==> src/rtl/llc_output_encoder_pkg.sv <==
// llc_output_encoder_pkg: shared LLC egress message types, constants and FSM states
package llc_output_encoder_pkg;
  localparam int LINE_ADDR_BITS = 26;
  localparam int CACHE_ID_WIDTH = 4;
  localparam int BITS_PER_LINE = 64;
  localparam logic [2:0] RSP_DATA = 3'd1;
  localparam logic [2:0] FWD_INV = 3'd2;
  localparam logic [2:0] FWD_GETS = 3'd3;
  typedef enum logic {IDLE, BURST} inval_state_t;
  typedef struct packed {
    logic [2:0] coh_msg;
    logic [CACHE_ID_WIDTH-1:0] req_id;
    logic [CACHE_ID_WIDTH-1:0] dest_id;
    logic [LINE_ADDR_BITS-1:0] addr;
    logic [BITS_PER_LINE-1:0] line;
  } llc_rsp_out_t;
  typedef struct packed {
    logic [2:0] coh_msg;
    logic [CACHE_ID_WIDTH-1:0] req_id;
    logic [CACHE_ID_WIDTH-1:0] dest_id;
    logic [LINE_ADDR_BITS-1:0] addr;
  } llc_fwd_out_t;
  typedef struct packed {
    logic hwrite;
    logic [2:0] hsize;
    logic [1:0] hprot;
    logic [LINE_ADDR_BITS-1:0] addr;
    logic [BITS_PER_LINE-1:0] line;
  } llc_mem_req_t;
  typedef struct packed {
    logic [2:0] coh_msg;
    logic [CACHE_ID_WIDTH-1:0] req_id;
    logic [LINE_ADDR_BITS-1:0] addr;
    logic [BITS_PER_LINE-1:0] line;
  } llc_dma_rsp_out_t;
endpackage

==> src/rtl/llc_output_encoder_fifo.sv <==
// llc_fifo: DEPTH-entry FIFO with valid/ready drain; accepts a push into a full FIFO when it pops that cycle
//   clk, rst (async active-low)
//   push_i/din_i    : enqueue (ignored when can_push_o is low)
//   ready_i         : consumer ready; pop = valid_o & ready_i
//   valid_o/dout_o  : head entry
//   can_push_o      : not full, or full and popping this cycle
module llc_fifo #(
  parameter int DEPTH = 2,
  parameter type dtype = logic
) (
  input  logic clk,
  input  logic rst,
  input  logic push_i,
  input  dtype din_i,
  input  logic ready_i,
  output logic valid_o,
  output dtype dout_o,
  output logic can_push_o
);
  localparam int AW = DEPTH > 1 ? $clog2(DEPTH) : 1;
  localparam int CW = $clog2(DEPTH + 1);
  dtype mem_q [DEPTH];
  logic [AW-1:0] rd_q, wr_q;
  logic [CW-1:0] cnt_q;
  logic pop, push;
  function automatic logic [AW-1:0] nxt(input logic [AW-1:0] p);
    return (p == AW'(DEPTH - 1)) ? '0 : p + 1'b1;
  endfunction
  assign valid_o = cnt_q != '0;
  assign dout_o = mem_q[rd_q];
  assign pop = valid_o & ready_i;
  assign can_push_o = (cnt_q != CW'(DEPTH)) | pop;
  assign push = push_i & can_push_o;
  always_ff @(posedge clk or negedge rst) begin
    if (!rst) begin
      for (int i = 0; i < DEPTH; i++) mem_q[i] <= '0;
      rd_q <= '0;
      wr_q <= '0;
      cnt_q <= '0;
    end else begin
      if (push) mem_q[wr_q] <= din_i;
      if (push) wr_q <= nxt(wr_q);
      if (pop) rd_q <= nxt(rd_q);
      cnt_q <= cnt_q + CW'(push) - CW'(pop);
    end
  end
endmodule

==> src/rtl/llc_output_encoder.sv <==
// llc_output_encoder: buffers LLC egress messages per channel and expands invalidations into per-sharer bursts
//   clk, rst (async active-low)
//   send_* / *_in          : pipeline enqueue requests, accepted atomically unless out_stall
//   send_inval, inval_*    : start a burst of FWD_INV messages, one per set sharer bit
//   out_stall              : this cycle's sends are rejected on every channel
//   inval_busy             : burst in progress (burst owns the fwd channel)
//   llc_*_valid/ready/data : egress valid/ready interfaces
module llc_output_encoder
  import llc_output_encoder_pkg::*;
#(
  parameter int DEPTH = 2,
  parameter int NUM_PORTS = 16
) (
  input  logic clk,
  input  logic rst,
  input  logic send_rsp_out,
  input  logic [$bits(llc_rsp_out_t)-1:0] rsp_out_in,
  input  logic send_fwd_out,
  input  logic [$bits(llc_fwd_out_t)-1:0] fwd_out_in,
  input  logic send_mem_req,
  input  logic [$bits(llc_mem_req_t)-1:0] mem_req_in,
  input  logic send_dma_rsp,
  input  logic [$bits(llc_dma_rsp_out_t)-1:0] dma_rsp_in,
  input  logic send_inval,
  input  logic [NUM_PORTS-1:0] inval_sharers,
  input  logic [LINE_ADDR_BITS-1:0] inval_addr,
  input  logic [CACHE_ID_WIDTH-1:0] inval_req_id,
  output logic out_stall,
  output logic inval_busy,
  output logic llc_rsp_out_valid,
  input  logic llc_rsp_out_ready,
  output logic [$bits(llc_rsp_out_t)-1:0] llc_rsp_out,
  output logic llc_fwd_out_valid,
  input  logic llc_fwd_out_ready,
  output logic [$bits(llc_fwd_out_t)-1:0] llc_fwd_out,
  output logic llc_mem_req_valid,
  input  logic llc_mem_req_ready,
  output logic [$bits(llc_mem_req_t)-1:0] llc_mem_req,
  output logic llc_dma_rsp_out_valid,
  input  logic llc_dma_rsp_out_ready,
  output logic [$bits(llc_dma_rsp_out_t)-1:0] llc_dma_rsp_out
);
  inval_state_t state_q, state_d;
  logic [NUM_PORTS-1:0] shr_q, shr_d;
  logic [LINE_ADDR_BITS-1:0] addr_q, addr_d;
  logic [CACHE_ID_WIDTH-1:0] rid_q, rid_d, idx;
  logic rsp_can, fwd_can, mem_can, dma_can, accept, fwd_push;
  llc_fwd_out_t fwd_din, burst_msg;
  function automatic logic [CACHE_ID_WIDTH-1:0] lowest(input logic [NUM_PORTS-1:0] v);
    lowest = '0;
    for (int i = NUM_PORTS - 1; i >= 0; i--) if (v[i]) lowest = CACHE_ID_WIDTH'(i);
  endfunction
  assign inval_busy = state_q == BURST;
  assign idx = lowest(shr_q);
  assign burst_msg = '{coh_msg: FWD_INV, req_id: rid_q, dest_id: idx, addr: addr_q};
  // fwd and inval are stalled for the whole burst so the burst never competes for the fwd FIFO
  assign out_stall = (send_rsp_out & ~rsp_can) | (send_fwd_out & ~fwd_can) |
                     (send_mem_req & ~mem_can) | (send_dma_rsp & ~dma_can) |
                     ((send_fwd_out | send_inval) & inval_busy);
  assign accept = ~out_stall;
  assign fwd_push = inval_busy ? fwd_can : send_fwd_out & accept;
  assign fwd_din = inval_busy ? burst_msg : llc_fwd_out_t'(fwd_out_in);
  always_comb begin
    state_d = state_q;
    shr_d = shr_q;
    addr_d = addr_q;
    rid_d = rid_q;
    if (!inval_busy && send_inval && accept) begin
      shr_d = inval_sharers;
      addr_d = inval_addr;
      rid_d = inval_req_id;
      state_d = |inval_sharers ? BURST : IDLE;
    end else if (inval_busy && fwd_can) begin
      shr_d = shr_q & ~(NUM_PORTS'(1) << idx);
      state_d = |shr_d ? BURST : IDLE;
    end
  end
  always_ff @(posedge clk or negedge rst) begin
    if (!rst) begin
      state_q <= IDLE;
      shr_q <= '0;
      addr_q <= '0;
      rid_q <= '0;
    end else begin
      state_q <= state_d;
      shr_q <= shr_d;
      addr_q <= addr_d;
      rid_q <= rid_d;
    end
  end
  llc_fifo #(.DEPTH(DEPTH), .dtype(llc_rsp_out_t)) u_rsp (
    .clk, .rst, .push_i(send_rsp_out & accept), .din_i(rsp_out_in), .ready_i(llc_rsp_out_ready),
    .valid_o(llc_rsp_out_valid), .dout_o(llc_rsp_out), .can_push_o(rsp_can));
  llc_fifo #(.DEPTH(DEPTH), .dtype(llc_fwd_out_t)) u_fwd (
    .clk, .rst, .push_i(fwd_push), .din_i(fwd_din), .ready_i(llc_fwd_out_ready),
    .valid_o(llc_fwd_out_valid), .dout_o(llc_fwd_out), .can_push_o(fwd_can));
  llc_fifo #(.DEPTH(DEPTH), .dtype(llc_mem_req_t)) u_mem (
    .clk, .rst, .push_i(send_mem_req & accept), .din_i(mem_req_in), .ready_i(llc_mem_req_ready),
    .valid_o(llc_mem_req_valid), .dout_o(llc_mem_req), .can_push_o(mem_can));
  llc_fifo #(.DEPTH(DEPTH), .dtype(llc_dma_rsp_out_t)) u_dma (
    .clk, .rst, .push_i(send_dma_rsp & accept), .din_i(dma_rsp_in), .ready_i(llc_dma_rsp_out_ready),
    .valid_o(llc_dma_rsp_out_valid), .dout_o(llc_dma_rsp_out), .can_push_o(dma_can));
endmodule

==> config.mk <==
export PLATFORM = sky130hd
export DESIGN_NAME = llc_output_encoder
export DESIGN_NICKNAME = d
export VERILOG_FILES = /design/src/rtl/llc_output_encoder_pkg.sv /design/src/rtl/llc_output_encoder_fifo.sv /design/src/rtl/llc_output_encoder.sv
export SDC_FILE = /design/constraint.sdc
export NUM_CORES = 1
export LEC_CHECK = 0
export CORE_AREA = 2 2 282 284
export CTS_CLUSTER_DIAMETER = 100
export CTS_CLUSTER_SIZE = 30
export DETAILED_ROUTE_END_ITERATION = 8
export DIE_AREA = 0 0 284 286
export GPL_TIMING_DRIVEN = 0
export PLACE_DENSITY = 0.8
export SLEW_MARGIN = 20
export SYNTH_ARGS = -nofsm -noshare
export SYNTH_HDL_FRONTEND = slang
export SYNTH_SLANG_ARGS = --single-unit
==> constraint.sdc <==
create_clock -name clk -period 2.3 [get_ports clk]
set_input_delay 0.23 -clock clk [delete_from_list [all_inputs] [get_ports clk]]
set_output_delay 0.23 -clock clk [all_outputs]
set_load 0.02 [all_outputs]
## After elaboration in Yosys (flattened, before gate mapping)

Index checks and enable logic that the tools add are counted.

- Register bits after elaboration: 725
- Bits of input ports: 388
- Output and inout bits: 337
- Word-level logic and storage cells: 197

- $add $sub $neg: 16
- $lt $le $gt $ge: 12
- Equality and inequality tests: 4
- Shift-type cells: 1
- Multiplexer cells: 56
- Bitwise operators: 41
- Reduce and logical (&&, ||, !) cells: 15

Operators by type and width:

| kind | number |
|---|---|
| $mux 101 | 4 |
| $mux 97 | 4 |
| $mux 96 | 4 |
| $bwmux 202 | 1 |
| $bwmux 194 | 1 |
| $bwmux 192 | 1 |
| $mux 37 | 5 |
| $demux 101 s1 | 1 |
| $demux 97 s1 | 1 |
| $demux 96 s1 | 1 |
| $bwmux 74 | 1 |
| $mux 4 | 16 |
| $demux 37 s1 | 1 |
| $mux 16 | 2 |
| $reduce_or 16->1 | 2 |
| $and 1x1->1 | 17 |
| $and 16x16->16 | 1 |
| $ge 2x2->1 const B | 8 |
| $not 1->2 | 8 |
| $not 16->16 | 1 |
| $shl 1x4->16 const A | 1 |
| $mux 1 | 13 |
| $reduce_bool 2->1 | 5 |
| $or 1x1->1 | 9 |
| 8 further kinds | 37 |

## Longest topological paths before layout

- Depth in word-level cells: 23
- Depth in mapped cells: 9
- Gate-level depth less buffers: 8

## By module

From an unflattened synthesis, not the netlist that was laid out.

- Cell total of the unflattened synthesis: 2232
- Area total of the unflattened synthesis: 32766.4 um^2

By module, submodules not included:

| module | times used | cells each | area each (um^2) | sequential area each (um^2) |
|---|---|---|---|---|
| llc_fifo at u_rsp | 1 | 593 | 8911.0 | 5154.9 |
| llc_fifo at u_dma | 1 | 579 | 8763.4 | 4954.8 |
| llc_fifo at u_mem | 1 | 573 | 8657.1 | 4904.7 |
| llc_fifo at u_fwd | 1 | 219 | 3683.5 | 1951.9 |
| llc_output_encoder | 1 | 268 | 2751.4 | 1176.1 |

## Worst setup path after synthesis

No wires, ideal clock.

- Kind: register to register
- Start point: register u_mem.cnt_q[1]
- End point: register u_mem.mem_q[139] (netlist name)
- Library setup time: 0.125 ns
- Arrival: 2.232 ns
- Required time: 2.175 ns
- Path slack: -0.056 ns
- Cell stages (with the launch flop): 9
- Buffers on the path: 2
- Period minus slack after synthesis: 2.356 ns
- Cell sequence: dfrtp_1 nor4bb_1 nor4_4 and2_1 o311ai_1 nor2_1 buf_2 buf_4 mux2_2

- Word-level cells in the longest chain between the ends: 11
- Elaborated cells between the ends (all ways): 12
- Those cells by class: eq/ne: 1; bitwise: 10; reduce/logical: 1

Ends and longest elaborated chain:

| item | RTL line | source |
|---|---|---|
| from (decl) | llc_output_encoder_fifo.sv:24 | `logic [CW-1:0] cnt_q;` |
| from (signal assigned) | llc_output_encoder_fifo.sv:44 | `cnt_q <= cnt_q + CW'(push) - CW'(pop);` |
| $reduce_bool 2->1 | llc_output_encoder_fifo.sv:29 | `assign valid_o = cnt_q != '0;` |
| $and 1x1->1 | llc_output_encoder_fifo.sv:31 | `assign pop = valid_o & ready_i;` |
| $or 1x1->1 (*) | llc_output_encoder_fifo.sv:32 | `assign can_push_o = (cnt_q != CW'(DEPTH)) \| pop;` |
| $not 1->1 | llc_output_encoder.sv:58 | `(send_mem_req & ~mem_can) \| (send_dma_rsp & ~dma_can) \|` |
| $and 1x1->1 | llc_output_encoder.sv:58 |  |
| $or 1x1->1 | llc_output_encoder.sv:57 | `assign out_stall = (send_rsp_out & ~rsp_can) \| (send_fwd_out & ~fwd_can) \|` |
| $or 1x1->1 (2 in a row) | llc_output_encoder.sv:58 |  |
| $not 1->1 | llc_output_encoder.sv:60 | `assign accept = ~out_stall;` |
| $and 1x1->1 | llc_output_encoder.sv:98 | `.clk, .rst, .push_i(send_mem_req & accept), .din_i(mem_req_in), .ready_i(llc_mem_req_ready),` |
| $and 1x1->1 (*) | llc_output_encoder_fifo.sv:33 | `assign push = push_i & can_push_o;` |
| to (signal, indexed assignment) | llc_output_encoder_fifo.sv:41 | `if (push) mem_q[wr_q] <= din_i;` |
| to (decl) | llc_output_encoder_fifo.sv:22 | `dtype mem_q [DEPTH];` |

Every way passes the cells marked *; elsewhere a longest branch is shown, timed or not.
A chain may end at the register's enable or synchronous reset.

## Worst setup path in the final report

- Start point: register u_rsp.rd_q
- End point: output llc_rsp_out[90]

- Word-level cells in the longest chain between the ends: 4

Ends and longest elaborated chain:

| item | RTL line | source |
|---|---|---|
| from (decl) | llc_output_encoder_fifo.sv:23 | `logic [AW-1:0] rd_q, wr_q;` |
| from (signal assigned) | llc_output_encoder_fifo.sv:43 | `if (pop) rd_q <= nxt(rd_q);` |
| $not 1->2 (not written as such) | llc_output_encoder_fifo.sv:30 | `assign dout_o = mem_q[rd_q];` |
| $mux 101 (not written as such) (3 in a row) | llc_output_encoder_fifo.sv:30 |  |
| to (decl) | llc_output_encoder.sv:32 | `output logic [$bits(llc_rsp_out_t)-1:0] llc_rsp_out,` |

No other way between the ends. The select of a mux whose other input is x is not followed.

==> results.yml <==
run_status:
  run_status: "complete, but fails checks"
  violations: "negative setup slack"
logic_synthesis:
  seq_area_frac_synth_pct: 57.2
  yosysWarnings: 0
  synth_edf_count: 0
  synth_top_area_share_pct: 57.2
  ys.flop_type: "dfrtp_1"
  synth_area_mm2: 0.0317
  synthTopCellsByArea: "dfrtp_1, mux2_2, mux2_1"
  synth-async-reset-ratio_pct: 100
  synth_top_cell_by_area: "dfrtp_1"
  synth_cell_types: 54
  syn_area_per_cell_um2: 14.1
  syn_inst: 2246
  syn_nets: 2642
  ys_ff_latch: 725
finish:
  final_nets: 3511
  num-fill-cells: 6150
  fin_area_mm2: 0.0449
  layout-drive-gt1-share_pct: 42.6
  seqCellArea_mm2: 0.0182
  area_growth_pct: 41.5
  multi_input_area_mm2: 0.0140
sta:
  skew_ns: 0.0416
  setup_ws_ns: -0.171
  slew_viol_final: 0
  setup_violations: 697
  finalCritPeriodShare_pct: 107
  relSlewSlack_pct: 47.8
  finalHoldViolCount: 0
  grt_setup_unrepaired: "true"
  period_minus_slack_ns: 2.47
  worst_pin_slew_ns: 0.783
  fmaxAchievable_mhz: 405
drt:
  drt-initial-drc-count: 1229
  postRouteAntennaNets: 0
  drt_pass1_iterations: 6
  dr_total_vias: 21900
  routed_wl_um: 95700
  wl_per_cell_um: 22.9
  avgViaCountPerCell: 5.23
  drc: 0
setup_path:
  path_max_fanout: 10
  critPathRequiredTime_ns: 2.07
  r2r_setup_slack_ns: -0.17
  cp.arrival_ns: 2.24
  crit_path_end_kind: "primary output"
  rr_worst_depth: 9
  worstSetupPathType: "flip-flop to primary output"
  worst_setup_path_start_kind: "flip-flop"
  crit_start: "u_rsp.rd_q"
  worstReg2RegEnd: "u_mem.mem_q[174]"
  r2r-start: "u_fwd.cnt_q[1]"
  cp-endpoint: "llc_rsp_out[90]"
cts:
  clk_path_buf_depth: 3
  htreeDepth: 1
  tritoncts: "yes"
  clk_pin_slew_ns: 0.11
  clock_latency_ns: 0.64
  root_buffer: "clkbuf_16"
  clock-sinks: 725
  cts_buffers: 31
hold_path:
  min-delay-start: "inval_addr[9]"
  min_path_type: "input port to flip-flop"
floorplan:
  die_h_um: 286
  num_rows: 103
  initial_core_util_pct: 40.5
  core_mm2: 0.0784
  die_area_mm2: 0.0812
  fp.dieW_um: 284
  ios: 725
power_and_ir_drop:
  p_leak_nw: 20.8
  ir_worst_vdd_mv: 1.05
  pwr_density_cell_mw_per_mm2: 1530
grt:
  grt_max_degree: 99
  grt_pass1_wl_um: 137000
  overflow: 0
  antenna_found_initial: 10
  grtUsageTotal_pct: 21.3
  grt_pass1_vias: 22300
place:
  port-buffer-count: 724
  hpwl_um: 65400
  pre_cts_ws_ns: -1.49
  place_area_mm2: 0.0405
  gp_congestion: 0.878
job:
  maxCapViolations: 0
-- how the worst min path moves through the flow --
stage	to	slack [ns]	depth (start not counted)
global placement	addr_q[9]	0.46	2
CTS	addr_q[25]	0.07	3
finish	addr_q[9]	0.12	3
detailed placement	u_mem.mem_q[50]	0.21	1
global route	addr_q[25]	0.07	3
floorplan	addr_q[0]	-0.07	0
-- report_power, final --
group	switching (mW)	internal [mW]
sequential	3.60	19.2
combinational	18.8	20.3
clock	4.17	2.57
total	26.6	42.1
-- critical path, cell delays in order (launching register included) --
cell	delay [ns]
dfrtp_2	0.40
clkbuf_4	0.26
mux2_2	0.37
clkdlybuf4s50_1	0.57
-- area by class of cell --
type                    instances  share of cell area, %
diodes                          6                 0.0334
plain buffers                 124                   3.95
clock buffers                  34                   1.75
clock inverters                 7                  0.301
inverters                      19                  0.159
multi-input cells            1371                   31.2
flip-flops and latches        725                   40.4
well taps                    1050                   2.93
repair buffers                843                   19.2
-- cells in the mapped netlist (4+ instances only) --
master and count:
buf_4 13, a22o_1 6, mux2i_1 33, nor4_1 11
ha_1 8, nor2_1 89, o21ai_0 15, mux2_2 721
clkbuf_1 66, inv_1 16, nand2_1 115, and2_1 5
dfrtp_1 725, buf_2 49, a21oi_1 79, nor2b_1 5
xor2_1 5, o311ai_1 4, nor3_1 4, xnor2_1 11
nor4bb_1 4, a31oi_1 4, nand2b_1 5, mux2_1 202
-- flip-flops by register name, summed over array words and instances (netlist names), 2 cells and up --
signal and flops:
u_rsp.cnt_q 2, u_dma.mem_q 194, u_dma.cnt_q 2, addr_q 26, u_mem.mem_q 192, rid_q 4
shr_q 16, u_fwd.cnt_q 2, u_rsp.mem_q 202, u_fwd.mem_q 74, u_mem.cnt_q 2
-- logic make-up (layout without fill, tap and decap cells) --
family,Yosys count,in the layout,synth area share [%]
AOI/OAI and AO/OA,128,128,2.38
xor gates and xnor gates,16,16,0.442
adders and majority gates,10,10,0.379
buffers and inverters,150,1027,2.12
DFF,725,725,57.2
muxes,956,956,33.8
other,0,6,0
and+or+nand+nor,261,261,3.67
-- metrics by stage --
| stage | hold WS (ns) | power [mW] | TNS (ns) | utilization [%] | cells |
|---|---|---|---|---|---|
| 2_1_floorplan | -0.0656 | 43.4 | -0.896 | - | 2246 |
| 3_3_place_gp | 0.458 | 58.0 | - | 51.4 | 4020 |
| 6_report | 0.117 | 68.7 | -56.11 | 57.3 | 4179 |
| 3_5_place_dp | 0.211 | 58.6 | -867.64 | 51.7 | 4029 |
| 4_1_cts | 0.0671 | 65.6 | -136.69 | 54.6 | 4111 |
| 5_1_grt | 0.0692 | 72.2 | -159.96 | 57.3 | 4179 |
-- metal layers --
| metal | vias to the layer above | part of all wire (%) | track usage (%) |
|---|---|---|---|
| li1 | 9701 | - | - |
| met4 | 6 | 2.6 | 4.59 |
| met1 | 11400 | 40 | 27.2 |
| met2 | 670 | 51 | 37.7 |
| met3 | 144 | 5.5 | 4.17 |
| met5 | - | 0.040 | 0 |
-- timing repair --
action | CTS | global route
buffers inserted | 32 | 35
hold buffers | 1 | 0
gates resized for setup | 939 | 429
setup endpoints to repair | 1049 | 1087
cloned | 13 | 30
endpoints found under the hold margin | 114 | 0
pin swaps | 8 | 6
-- placed cells by master, fill, tap and decap left out, types with 6 or more instances in the layout --
cell type        instances
buf_4                   62
clkbuf_16               76
buf_6                   22
dlygate4sd2_1          104
a22o_1                   6
inv_1                   16
mux2i_1                 33
clkbuf_8                15
clkbuf_2                34
diode_2                  6
dfrtp_2                  8
clkdlybuf4s50_1        420
ha_1                     8
clkbuf_1                18
buf_8                    6
mux2_2                 658
mux2_4                 228
clkdlybuf4s15_1         11
nand2_1                112
nor2_1                  85
dlymetal6s2s_1          53
dfrtp_1                717
nor4_1                   9
a21oi_1                 77
xnor2_1                 11
o21ai_0                 14
buf_16                  14
mux2_1                  37
buf_12                  55
buf_2                   99
No activity file was read; power rests on OpenSTA's default activity.
